==> src/rtl/pipeline_pkg.sv <==
// Shared constants and state encoding for the fetch-side pipeline control blocks.
package pipeline_pkg;

    localparam int                  PC_WIDTH         = 16;
    localparam logic [PC_WIDTH-1:0] RESET_PC_DEFAULT = '0;
    localparam int                  PC_INC           = 2;

    typedef enum logic {
        ST_RUN   = 1'b0,
        ST_FLUSH = 1'b1
    } redirect_state_e;

    // Instructions are halfword aligned, so a redirect target never carries bit 0.
    function automatic logic [PC_WIDTH-1:0] align_pc(input logic [PC_WIDTH-1:0] addr);
        return {addr[PC_WIDTH-1:1], 1'b0};
    endfunction

endpackage

==> src/rtl/sat_counter16.sv <==
// 16-bit event counter that sticks at all-ones; cleared by the async active-low reset.
module sat_counter16 (
    input  logic        clk,
    input  logic        rst_n,
    input  logic        inc_i,
    output logic [15:0] count_o
);

    logic [15:0] count_q;
    logic [15:0] count_d;

    always_comb begin
        count_d = count_q;
        if (inc_i && (count_q != 16'hFFFF)) begin
            count_d = count_q + 16'd1;
        end
    end

    always_ff @(posedge clk or negedge rst_n) begin
        if (!rst_n) begin
            count_q <= '0;
        end else begin
            count_q <= count_d;
        end
    end

    assign count_o = count_q;

endmodule

==> src/rtl/pc_redirect_unit.sv <==
// Fetch PC owner: sequential fetch, taken-branch redirect, IF/ID + ID/EX flush and bubble insertion.
module pc_redirect_unit #(
    parameter int                  PC_WIDTH     = 16,
    parameter logic [PC_WIDTH-1:0] RESET_PC     = '0,
    parameter int                  PC_INC       = 2,
    parameter int                  FLUSH_CYCLES = 1
) (
    input  logic                clk,
    input  logic                rst_n,
    input  logic                stall_i,
    input  logic                branch_flush_i,
    input  logic [PC_WIDTH-1:0] branch_target_i,
    output logic [PC_WIDTH-1:0] pc_o,
    output logic                fetch_valid_o,
    output logic                flush_ifid_o,
    output logic                flush_idex_o,
    output logic                busy_o,
    output logic [15:0]         redirect_count_o
);

    import pipeline_pkg::*;

    localparam logic [2:0]          FLUSH_CNT = 3'(FLUSH_CYCLES);
    localparam logic [PC_WIDTH-1:0] INC_W     = PC_WIDTH'(PC_INC);

    redirect_state_e     state_q, state_d;
    logic [PC_WIDTH-1:0] pc_q, pc_d;
    logic [2:0]          bub_q, bub_d;
    logic                redirect;
    logic                fetch_valid;
    logic                flush_ifid;
    logic                flush_idex;
    logic [PC_WIDTH-1:0] target_aligned;

    assign target_aligned = {branch_target_i[PC_WIDTH-1:1], 1'b0};

    always_comb begin
        state_d     = state_q;
        pc_d        = pc_q;
        bub_d       = bub_q;
        redirect    = 1'b0;
        fetch_valid = 1'b0;
        flush_ifid  = 1'b0;
        flush_idex  = 1'b0;
        case (state_q)
            ST_RUN: begin
                fetch_valid = 1'b1;
                if (branch_flush_i) begin
                    // A taken redirect overrides any stall request.
                    redirect   = 1'b1;
                    pc_d       = target_aligned;
                    flush_ifid = 1'b1;
                    flush_idex = 1'b1;
                    if (FLUSH_CYCLES > 0) begin
                        state_d = ST_FLUSH;
                        bub_d   = FLUSH_CNT;
                    end
                end else if (!stall_i) begin
                    pc_d = pc_q + INC_W;
                end
            end
            ST_FLUSH: begin
                flush_ifid = 1'b1;
                if (branch_flush_i) begin
                    // Newest redirect wins: retarget and restart the bubble window.
                    redirect   = 1'b1;
                    pc_d       = target_aligned;
                    flush_idex = 1'b1;
                    bub_d      = FLUSH_CNT;
                end else if (!stall_i) begin
                    if (bub_q <= 3'd1) begin
                        state_d = ST_RUN;
                        bub_d   = 3'd0;
                    end else begin
                        bub_d = bub_q - 3'd1;
                    end
                end
            end
            default: begin
                state_d = ST_RUN;
            end
        endcase
    end

    always_ff @(posedge clk or negedge rst_n) begin
        if (!rst_n) begin
            state_q <= ST_RUN;
            pc_q    <= RESET_PC;
            bub_q   <= 3'd0;
        end else begin
            state_q <= state_d;
            pc_q    <= pc_d;
            bub_q   <= bub_d;
        end
    end

    sat_counter16 u_redirect_cnt (
        .clk     (clk),
        .rst_n   (rst_n),
        .inc_i   (redirect),
        .count_o (redirect_count_o)
    );

    // Combinational outputs are gated so nothing leaks out while reset is held.
    assign pc_o          = pc_q;
    assign fetch_valid_o = rst_n & fetch_valid;
    assign flush_ifid_o  = rst_n & flush_ifid;
    assign flush_idex_o  = rst_n & flush_idex;
    assign busy_o        = (state_q == ST_FLUSH);

endmodule

==> config.mk <==
export PLATFORM = sky130hd
export DESIGN_NAME = pc_redirect_unit
export DESIGN_NICKNAME = d
export VERILOG_FILES = /design/src/rtl/pipeline_pkg.sv /design/src/rtl/sat_counter16.sv /design/src/rtl/pc_redirect_unit.sv
export SDC_FILE = /design/constraint.sdc
export NUM_CORES = 1
export LEC_CHECK = 0
export ABC_AREA = 1
export CORE_ASPECT_RATIO = 0.8
export CORE_MARGIN = 2
export CORE_UTILIZATION = 45
export CTS_BUF_LIST = sky130_fd_sc_hd__clkbuf_2
export DETAILED_ROUTE_END_ITERATION = 10
export PLACE_DENSITY_LB_ADDON = 0.12
export REMOVE_ABC_BUFFERS = 1
export SLEW_MARGIN = 20
export SYNTH_ARGS = -nofsm -noshare
export SYNTH_HDL_FRONTEND = slang
export SYNTH_SLANG_ARGS = --single-unit
==> constraint.sdc <==
create_clock -name clk -period 1.9 [get_ports clk]
set_input_delay 0.38 -clock clk [delete_from_list [all_inputs] [get_ports clk]]
set_output_delay 0.38 -clock clk [all_outputs]
set_load 0.02 [all_outputs]
==> impl_metrics.json <==
{
  "grt-ovfl-total": 0,
  "worstPathRequired_ns": 1.52,
  "syn_to_final_growth_pct": 34.29,
  "grt_pass1_vias": 2125,
  "final_area_um2": 2989,
  "fin_util_pct": 63.88,
  "antenna_left": 0,
  "async_reset_ff_share_pct": 100.0,
  "num_vias": 2318,
  "cts_tree": "yes",
  "multi_input_area_um2": 1187,
  "timing.rr.start": "u_redirect_cnt.count_o[1]$_DFFE_PN0P_",
  "hold_violations": 0,
  "r2r.worst_path.cells": 8,
  "numCtsBuffers": 5,
  "seqCellArea_um2": 890.9,
  "ys_seq_area_share_pct": 39.35,
  "fin_worst_skew_ns": 0.01589,
  "rrSetupSlack_ns": 0.24,
  "cpPeakStageDelay_ns": 0.62,
  "worst_ep_arrival_time_ns": 1.42,
  "clk_pin_slew_ns": 0.18,
  "synth.distinct_cells": 33,
  "period_needed_ns": 1.803,
  "wl_per_cell_um": 12.86,
  "power_density_nw_per_um2": 672.2,
  "rsz0062_at_grt": "false",
  "cts_sinks": 35,
  "antenna_found_initial": 0,
  "grt_pass1_wl_um": 9887,
  "synth.most_common_cell": "nand2_1",
  "place.gp.congestion": 0.8647,
  "power.leakage_nw": 1.689,
  "cpMaxStageDelayCell": "clkdlybuf4s50_1",
  "crit_chain": "clkdlybuf4s50_1",
  "clock_path_buffers": 2,
  "ys_top_cells_by_area": "dfrtp_1 39%, nand2_1 18%, nor2_1 9.4%",
  "irDropWorstVdd_uv": 581.0,
  "placed_area_um2": 2861,
  "routed_wl_um": 5785,
  "initial_utilization_pct": 47.57,
  "grt_use_total_pct": 23.48,
  "syn_area_per_cell_um2": 6.870,
  "drc": 0,
  "post_synth_instance_area_um2": 2226,
  "clkLatencyLatePin_ns": 0.37,
  "post_drt_via_cell_ratio": 5.151,
  "cts-root-buf": "clkbuf_2",
  "crit_family": "buffers and inverters",
  "synthTopCellsByCount": "107 x nand2_1, 56 x nor2_1, 35 x dfrtp_1",
  "coreArea_um2": 4679,
  "post-route-period-util_pct": 94.87,
  "setup_viol": 0,
  "grt_max_degree": 32,
  "drt-initial-drc-count": 191,
  "syn_inst": 324,
  "io_pins": 56,
  "fillCellCount": 456,
  "hp-class": "in2async",
  "worst_setup_path_start_kind": "flop",
  "worst-setup-path-type": "reg2out",
  "die_h_um": 66.91,
  "max_freq_mhz": 554.7,
  "end_kind": "primary output",
  "cts_max_level": 2,
  "path_buf_inv": 1,
  "num_antenna_cells": 0,
  "die_x_um": 82.63,
  "ys.flop_type": "dfrtp_1",
  "drive_above_1_share_pct": 9.487,
  "timing.rr.end": "u_redirect_cnt.count_o[14]$_DFFE_PN0P_",
  "port_buffers": 53,
  "slew_viol_final": 0,
  "place_hpwl_um": 4229,
  "std_cell_rows": 22,
  "synth-edff-count": 0,
  "outcome": "finished clean",
  "yosysTopAreaCellShare_pct": 39.35,
  "yosys_warnings": 0,
  "crit_path_max_fanout": 6,
  "yosysTopAreaCell": "dfrtp_1",
  "final_nets": 414,
  "die-area_um2": 5528,
  "firstDrtPassIters": 4,
  "maxCapViolCount": 0,
  "synth_seq_cells": 35
}
where the power goes:
part	internal (mW)	switching (mW)	total, mW
logic	0.323	0.400	0.723
clock network	0.0779	0.248	0.326
registers	0.840	0.121	0.961
total	1.24	0.769	2.01
area by class of cell:
cell class / count / share of cell area, %
flip-flops and latches: 35 / 29.80
clock buffers: 5 / 0.8372
well taps: 60 / 2.512
multi-input cells: 252 / 39.72
repair buffers: 66 / 22.98
clock inverters: 2 / 0.2930
inverters: 30 / 3.851
cells by family (layout without fill, tap and decap cells):
| kind of cell | Yosys count | in the layout | share of synthesized area (%) |
|---|---|---|---|
| simple gates | 208 | 208 | 39.35 |
| buf+inv | 37 | 103 | 7.308 |
| flops | 35 | 35 | 39.35 |
| compound gates | 28 | 28 | 7.252 |
| xor+xnor | 11 | 11 | 4.329 |
| fa+ha+maj | 4 | 4 | 2.249 |
| other cells | 1 | 1 | 0.1685 |
placed cells by master, fill, tap and decap left out, types with 2 or more instances in the layout:
cell and n:
nand2_1 107, nor2_1 56, nand3_1 28, inv_1 27, dlymetal6s2s_1 27, dfrtp_1 23, clkdlybuf4s50_1 20, o21ai_0 16
dfrtp_2 12, buf_4 12, nand4_1 9, xnor2_1 9, clkbuf_2 5, dlygate4sd2_1 5, ha_1 4, o22ai_1 3
a31oi_1 2, clkinv_1 2, xor2_1 2, a21oi_1 2, nor3_1 2
worst max-delay path by stage:
stage	from	to	slack, ns	cells after the start
2_1_floorplan	busy_o$_DFF_PN0_	pc_o[7]$_DFFE_PN0P_	0.27	6
3_3_place_gp	branch_flush_i	flush_ifid_o	-0.16	4
3_5_place_dp	branch_flush_i	flush_ifid_o	-0.18	4
4_1_cts	u_redirect_cnt.count_o[7]$_DFFE_PN0P_	redirect_count_o[7]	0.004	1
5_1_grt	u_redirect_cnt.count_o[14]$_DFFE_PN0P_	redirect_count_o[14]	0.008	1
6_report	u_redirect_cnt.count_o[14]$_DFFE_PN0P_	redirect_count_o[14]	0.1	1
flip-flops by register name (all words and copies together), names as in the netlist:
| name | count |
|---|---|
| u_redirect_cnt.count_o | 16 |
| pc_o | 15 |
| bub_q | 3 |
| busy_o | 1 |
layer usage:
| metal | GRT usage [%] | up-vias | wire, um |
|---|---|---|---|
| met4 | 6.352 | 0 | 37 |
| met2 | 33.87 | 73 | 2493 |
| met5 | 0 | - | 0 |
| met1 | 35.47 | 1073 | 2817 |
| met3 | 4.472 | 5 | 437 |
| li1 | - | 1167 | - |
through the flow:
step	hold WS [ns]	worst slack [ns]	instances	power [mW]	TNS, ns
after floorplan	0.08441	0.2669	317	1.348	0
after global placement	0.2173	-0.1582	441	1.688	-0.2475
after detailed placement	0.2174	-0.1811	441	1.698	-0.2869
after CTS	0.03482	0.003530	449	2.043	0
after global routing	0.04595	0.007823	450	2.171	0
final	0.04502	0.09738	450	2.009	0
repair_timing:
action	CTS	global route
endpoints found under the setup margin	13	30
buffers inserted	0	1
endpoints found under the hold margin	4	0
gates resized for setup	13	31
gates cloned	0	0
hold buffers	1	0
Power figures use the tool's default switching activity.
